$ cat config.mk
export PLATFORM = sky130hd
export DESIGN_NAME = axis_skew_feeder
export DESIGN_NICKNAME = d
export VERILOG_FILES = /design/src/rtl/axis_skew_feeder.sv
export SDC_FILE = /design/constraint.sdc
export NUM_CORES = 1
export LEC_CHECK = 0
export ABC_AREA = 1
export CAP_MARGIN = 20
export CORE_MARGIN = 2
export CORE_UTILIZATION = 42
export CTS_CLUSTER_SIZE = 28
export DETAILED_ROUTE_END_ITERATION = 10
export GPL_ROUTABILITY_DRIVEN = 1
export GPL_TIMING_DRIVEN = 1
export PLACE_DENSITY = 0.79
export SKIP_CTS_REPAIR_TIMING = 1
export SLEW_MARGIN = 20
export SYNTH_ARGS = -nofsm -noshare
export SYNTH_HDL_FRONTEND = slang
export SYNTH_SLANG_ARGS = --single-unit
$ cat constraint.sdc
create_clock -name clk -period 1.65 [get_ports clk]
set_input_delay 0.495 -clock clk [delete_from_list [all_inputs] [get_ports clk]]
set_output_delay 0.495 -clock clk [all_outputs]
set_load 0.02 [all_outputs]
$ cat src/rtl/axis_skew_feeder.sv
// AXI-Stream ingress register for the systolic skew buffer; appends N-1 pad beats after each tlast.
// Optional macro FEEDER_PAD_HOLD_EN: pad beats repeat the last real vector instead of zero.
module axis_skew_feeder #(
    parameter int unsigned W = 8,
    parameter int unsigned N = 4
) (
    input  logic           clk,
    input  logic           rst,
    input  logic [N*W-1:0] s_axis_tdata,
    input  logic           s_axis_tvalid,
    output logic           s_axis_tready,
    input  logic           s_axis_tlast,
    input  logic           m_ready,
    output logic [N*W-1:0] x,
    output logic           cen,
    output logic           x_valid,
    output logic           x_pad,
    output logic           x_last,
    output logic           busy
);
    localparam int unsigned   PW     = (N > 1) ? $clog2(N) : 1;
    localparam logic [PW-1:0] PADS   = PW'(N - 1);
    localparam logic [PW-1:0] ONE    = PW'(1);
    localparam bit            SINGLE = (N == 1);

    typedef enum logic {STREAM, FLUSH} state_t;

    state_t         r_state,   w_state_nxt;
    logic [PW-1:0]  r_pad_cnt, w_cnt_nxt;
    logic [N*W-1:0] r_x,       w_x_nxt;
    logic           r_x_valid, w_valid_nxt;
    logic           r_x_pad,   w_pad_nxt;
    logic           r_x_last,  w_last_nxt;
    logic           w_load_ok;
    logic [N*W-1:0] w_pad_data;

`ifdef FEEDER_PAD_HOLD_EN
    // x still holds the last real vector while pads are being issued
    assign w_pad_data = r_x;
`else
    assign w_pad_data = '0;
`endif

    assign w_load_ok = !r_x_valid || m_ready;

    always_comb begin
        w_state_nxt   = r_state;
        w_cnt_nxt     = r_pad_cnt;
        w_x_nxt       = r_x;
        w_valid_nxt   = r_x_valid;
        w_pad_nxt     = r_x_pad;
        w_last_nxt    = r_x_last;
        s_axis_tready = 1'b0;
        case (r_state)
            STREAM: begin
                s_axis_tready = w_load_ok;
                if (w_load_ok) begin
                    if (s_axis_tvalid) begin
                        w_x_nxt     = s_axis_tdata;
                        w_valid_nxt = 1'b1;
                        w_pad_nxt   = 1'b0;
                        w_last_nxt  = s_axis_tlast && SINGLE;
                        if (s_axis_tlast && !SINGLE) begin
                            w_state_nxt = FLUSH;
                            w_cnt_nxt   = PADS;
                        end
                    end else begin
                        w_valid_nxt = 1'b0;
                        w_pad_nxt   = 1'b0;
                        w_last_nxt  = 1'b0;
                    end
                end
            end
            FLUSH: begin
                if (w_load_ok) begin
                    w_x_nxt     = w_pad_data;
                    w_valid_nxt = 1'b1;
                    w_pad_nxt   = 1'b1;
                    w_cnt_nxt   = r_pad_cnt - ONE;
                    w_last_nxt  = (r_pad_cnt == ONE);
                    if (r_pad_cnt == ONE) begin
                        w_state_nxt = STREAM;
                    end
                end
            end
            default: w_state_nxt = STREAM;
        endcase
    end

    always_ff @(posedge clk or posedge rst) begin
        if (rst) begin
            r_state   <= STREAM;
            r_pad_cnt <= '0;
            r_x       <= '0;
            r_x_valid <= 1'b0;
            r_x_pad   <= 1'b0;
            r_x_last  <= 1'b0;
        end else begin
            r_state   <= w_state_nxt;
            r_pad_cnt <= w_cnt_nxt;
            r_x       <= w_x_nxt;
            r_x_valid <= w_valid_nxt;
            r_x_pad   <= w_pad_nxt;
            r_x_last  <= w_last_nxt;
        end
    end

    assign x       = r_x;
    assign x_valid = r_x_valid;
    assign x_pad   = r_x_pad;
    assign x_last  = r_x_last;
    assign cen     = r_x_valid && m_ready;
    assign busy    = (r_state == FLUSH) || r_x_valid;

endmodule

-- Yosys cells after proc, flatten, opt, wreduce, memory -nomap -nowiden
Index checks and enable logic that the tools add are counted.
- register bits: 38
- output and inout bits: 38
- logic and storage cells: 44
- add/subtract/negate cells: 1
- equal/unequal tests: 5
- mux-type cells: 24
- bitwise operators: 1
- reduce and logical (&&, ||, !) cells: 7
- operators by type and width (kind ; count):
    $mux 32 ; 3
    $pmux 32 s2 ; 1
    $mux 1 ; 11
    $mux 2 ; 4
    $pmux 1 s2 ; 4
    $ne 2x2->1 const B ; 3
    $pmux 2 s2 ; 1
    $reduce_and 4->1 ; 1
    $reduce_and 3->1 ; 1
    $eq 2x1->1 const B ; 1
    $logic_or 1x1->1 ; 2
    $ne 2x1->1 const B ; 1
    $reduce_and 2->1 ; 1
    $sub 2x1->2 const B ; 1
    $logic_and 1x1->1 ; 1
    $logic_not 1->1 ; 1
    $not 1->1 ; 1

-- Longest topological paths before layout
- depth in word-level cells: 4
- mapped depth: 7
- gate-level depth less buffers: 6

-- Worst setup path after synthesis
Ideal clock, no wire load.
- kind: input -> output
- from: in m_ready
- to: out s_axis_tready
- arrival time: 1.011 ns
- data required time: 1.155 ns
- path slack: 0.144 ns
- cell stages on the path: 4
- cells stage by stage: inv_1 -> nand2_4 -> inv_1 -> nor2_1
- word-level cells in the longest chain between the ends: 2
- RTL lines (element ; line ; source):
    start, declared ; 13 ; input logic m_ready,
    $logic_or 1x1->1 ; 44 ; assign w_load_ok = !r_x_valid || m_ready;
    $mux 1 ; 54 ; case (r_state)
    end, declared ; 11 ; output logic s_axis_tready,
No other way between the ends.

-- Worst setup path in the final report
- from: reg r_x_valid, in the netlist x_valid
- to: out s_axis_tready
- word-level cells in the longest chain between the ends: 3
- RTL lines (element ; line ; source):
    start, declared ; 31 ; logic r_x_valid, w_valid_nxt;
    start signal, assigned ; 102 ; r_x_valid <= w_valid_nxt;
    $logic_not 1->1 ; 44 ;
    $logic_or 1x1->1 ; 44 ;
    $mux 1 ; 54 ;
No other way between the ends.

==> results.cfg <==
[route]
routed_wl_um = 3840
wl_per_cell_um = 12.0
dr.pass1.iters = 4
drc = 0
drtIter0Drc = 87
avgViaCountPerCell = 4.51
num_vias = 1440
drtAntennaViolNets = 0

[clock_tree]
cts.sinks = 38
cts_inserted_buffers = 5
clock_path_buffers = 2
cts-root-buf = clkbuf_8
htreeDepth = 2
clk_pin_slew_worst_paths_ns = 0.07
cts_tree = built
clk_latency_ns = 0.28

[timing]
skew_ns = 0.00403
max_slew_margin = 0.714
rsz0062_at_grt = true
worst_pin_slew_ns = 0.427
finalCritPeriodShare = 0.965
tns_ns = 0
maxSlewViolCount = 0
clock.fmax_mhz = 628
final-setup-viol-count = 0
min_period_ns = 1.59
worst_slack_ns = 0.0585
hold_violations = 0

[power]
powerDensity_nw_per_um2 = 1590
irDropWorstVdd_mv = 0.965
p_leak_nw = 1.77
power.total_w = 0.00450

[synthesis]
synth-seq-area-share = 0.539
yosysTopAreaCellShare = 0.539
synthAdderAreaFrac = 0.00710
synth.distinct_cells = 15
netlist_top_cells_area = dfrtp_1 54%, nand2_1 16%, o21ai_2 16%
ys_seq_elements = 38
synth-edff-count = 0
netlist_area_um2 = 1760
yosys.area_share.simple = 0.211
yosysMostFrequentCell = nand2_1
synth_xor_area_frac = 0
synth_async_sr_flop_share = 1.00
syn-num-nets = 221
syn_avg_cell_area_um2 = 9.63
synthCells = 183
synth.area.mux_share = 0
ys.flop_type = dfrtp_1
synth-compound-area-share = 0.165
synth_top_family_by_area = simple AND/OR/NAND/NOR gates
synth_area_leader_cell = dfrtp_1
yosysWarnings = 0
netlist_top_cells_count = 76 x nand2_1, 38 x dfrtp_1, 32 x o21ai_2

[finish]
drive_gt1_frac = 0.230
n_fill_cell = 324
fin_nets = 306
final_cells = 319
syn_to_final_growth_pct = 60.0
diodes = 0

[placed_design]
portBuffers = 74
placedCellCount = 311
hpwl_um = 2740
place.gp.congestion = 0.837
dp_worst_setup_slack_ns = -0.708

[die]
ioPinCount = 75
die_w_um = 68.8
coreArea_um2 = 4030
die_y_um = 68.8
dieArea_um2 = 4730
rows = 23
start_util = 0.438

[global_route]
use_met2 = 0.282
grt_antenna_before_repair = 0
first_global_vias = 1352
grt_use_met3 = 0.0519
grt-ovfl-total = 0
grt_max_degree = 20
top_usage_layer = met2
grt_pass1_wl_um = 6000
use_met1 = 0.214
globalRouteTotalUtil = 0.174

[setup_path]
arrival_ns = 1.10
startpoint_type = flop
worstSetupPathType = reg2out
cp_max_fo = 3
cp.required_ns = 1.15
endpoint_kind = output pin

[status]
status = finished clean

[run]
maxCapViolations = 0

[min_path]
holdCritPathClass = in2async
## area by class of cell
class / count / area [µm²] / share of cell area
Clock buffer: 7 / 86.3 / 0.0306
Clock inverter: 1 / 5.00 / 0.00177
Inverter: 11 / 43.8 / 0.0155
Multi-Input combinational cell: 124 / 677 / 0.240
Sequential cell: 38 / 952 / 0.337
Tap cell: 50 / 62.6 / 0.0222
Timing Repair Buffer: 88 / 995 / 0.353
## kinds of logic after synthesis
group           count (synthesis)
flops                          38
compound gates                 34
simple gates                   89
buf+inv                        21
fa+ha+maj                       1
## flip-flops by register name, summed over array words and instances, names as in the netlist
name / count
r_pad_cnt: 2
r_state: 1
x: 32
x_last: 1
x_pad: 1
x_valid: 1
## power breakdown
group | internal [W] | leakage (nW) | switching [W]
Sequential | 0.00130 | 0.492 | 0.000201
Clock | 0.000337 | 0.0482 | 0.000311
Combinational | 0.00106 | 1.23 | 0.00128
Total | 0.00270 | 1.77 | 0.00180
## stage by stage
stage / utilization / area [µm²] / hold WS [ns]
finish: 0.700 / 2820 / 0.473
CTS: 0.678 / 2730 / 0.460
global route: 0.700 / 2820 / 0.499
global placement: 0.655 / 2640 / 0.462
floorplan: - / 1760 / 0.477
detailed placement: 0.655 / 2640 / 0.468
## critical path, cell delays in order, from the launching register on
cell and delay, ns:
dfrtp_2 0.44, nand2_4 0.08, inv_1 0.06, nor2_1 0.09, buf_4 0.15
## layout by cell type (no fill, tap or decap), drive strengths merged
master and n:
nand2 79, dfrtp 38, dlymetal6s2s 36, clkdlybuf4s50 35, o21ai 33, buf 17, inv 10, clkbuf 7
nor2 6, nand3 3, clkinv 2, or2 1, a21oi 1, ha 1
## final timing paths
check                      cells past startpoint  slack [ns]             to    start
max                                            4        0.06  s_axis_tready  x_valid
max reg2reg                                    5        0.33          x[30]  r_state
min in group clk                               2        0.48          x[25]    x[25]
min reg2reg                                    2        0.48          x[25]    x[25]
min                                            2        0.47          x[30]      rst
max in group asynchronous                      3        0.79        x_valid      rst
## layer usage
layer / part of all wire / vias up
li1: - / 743
met1: 0.43 / 648
met3: 0.077 / 4
met4: 0.0086 / 0
met2: 0.48 / 45
met5: 0 / -
(Power assumes the default switching activity.)
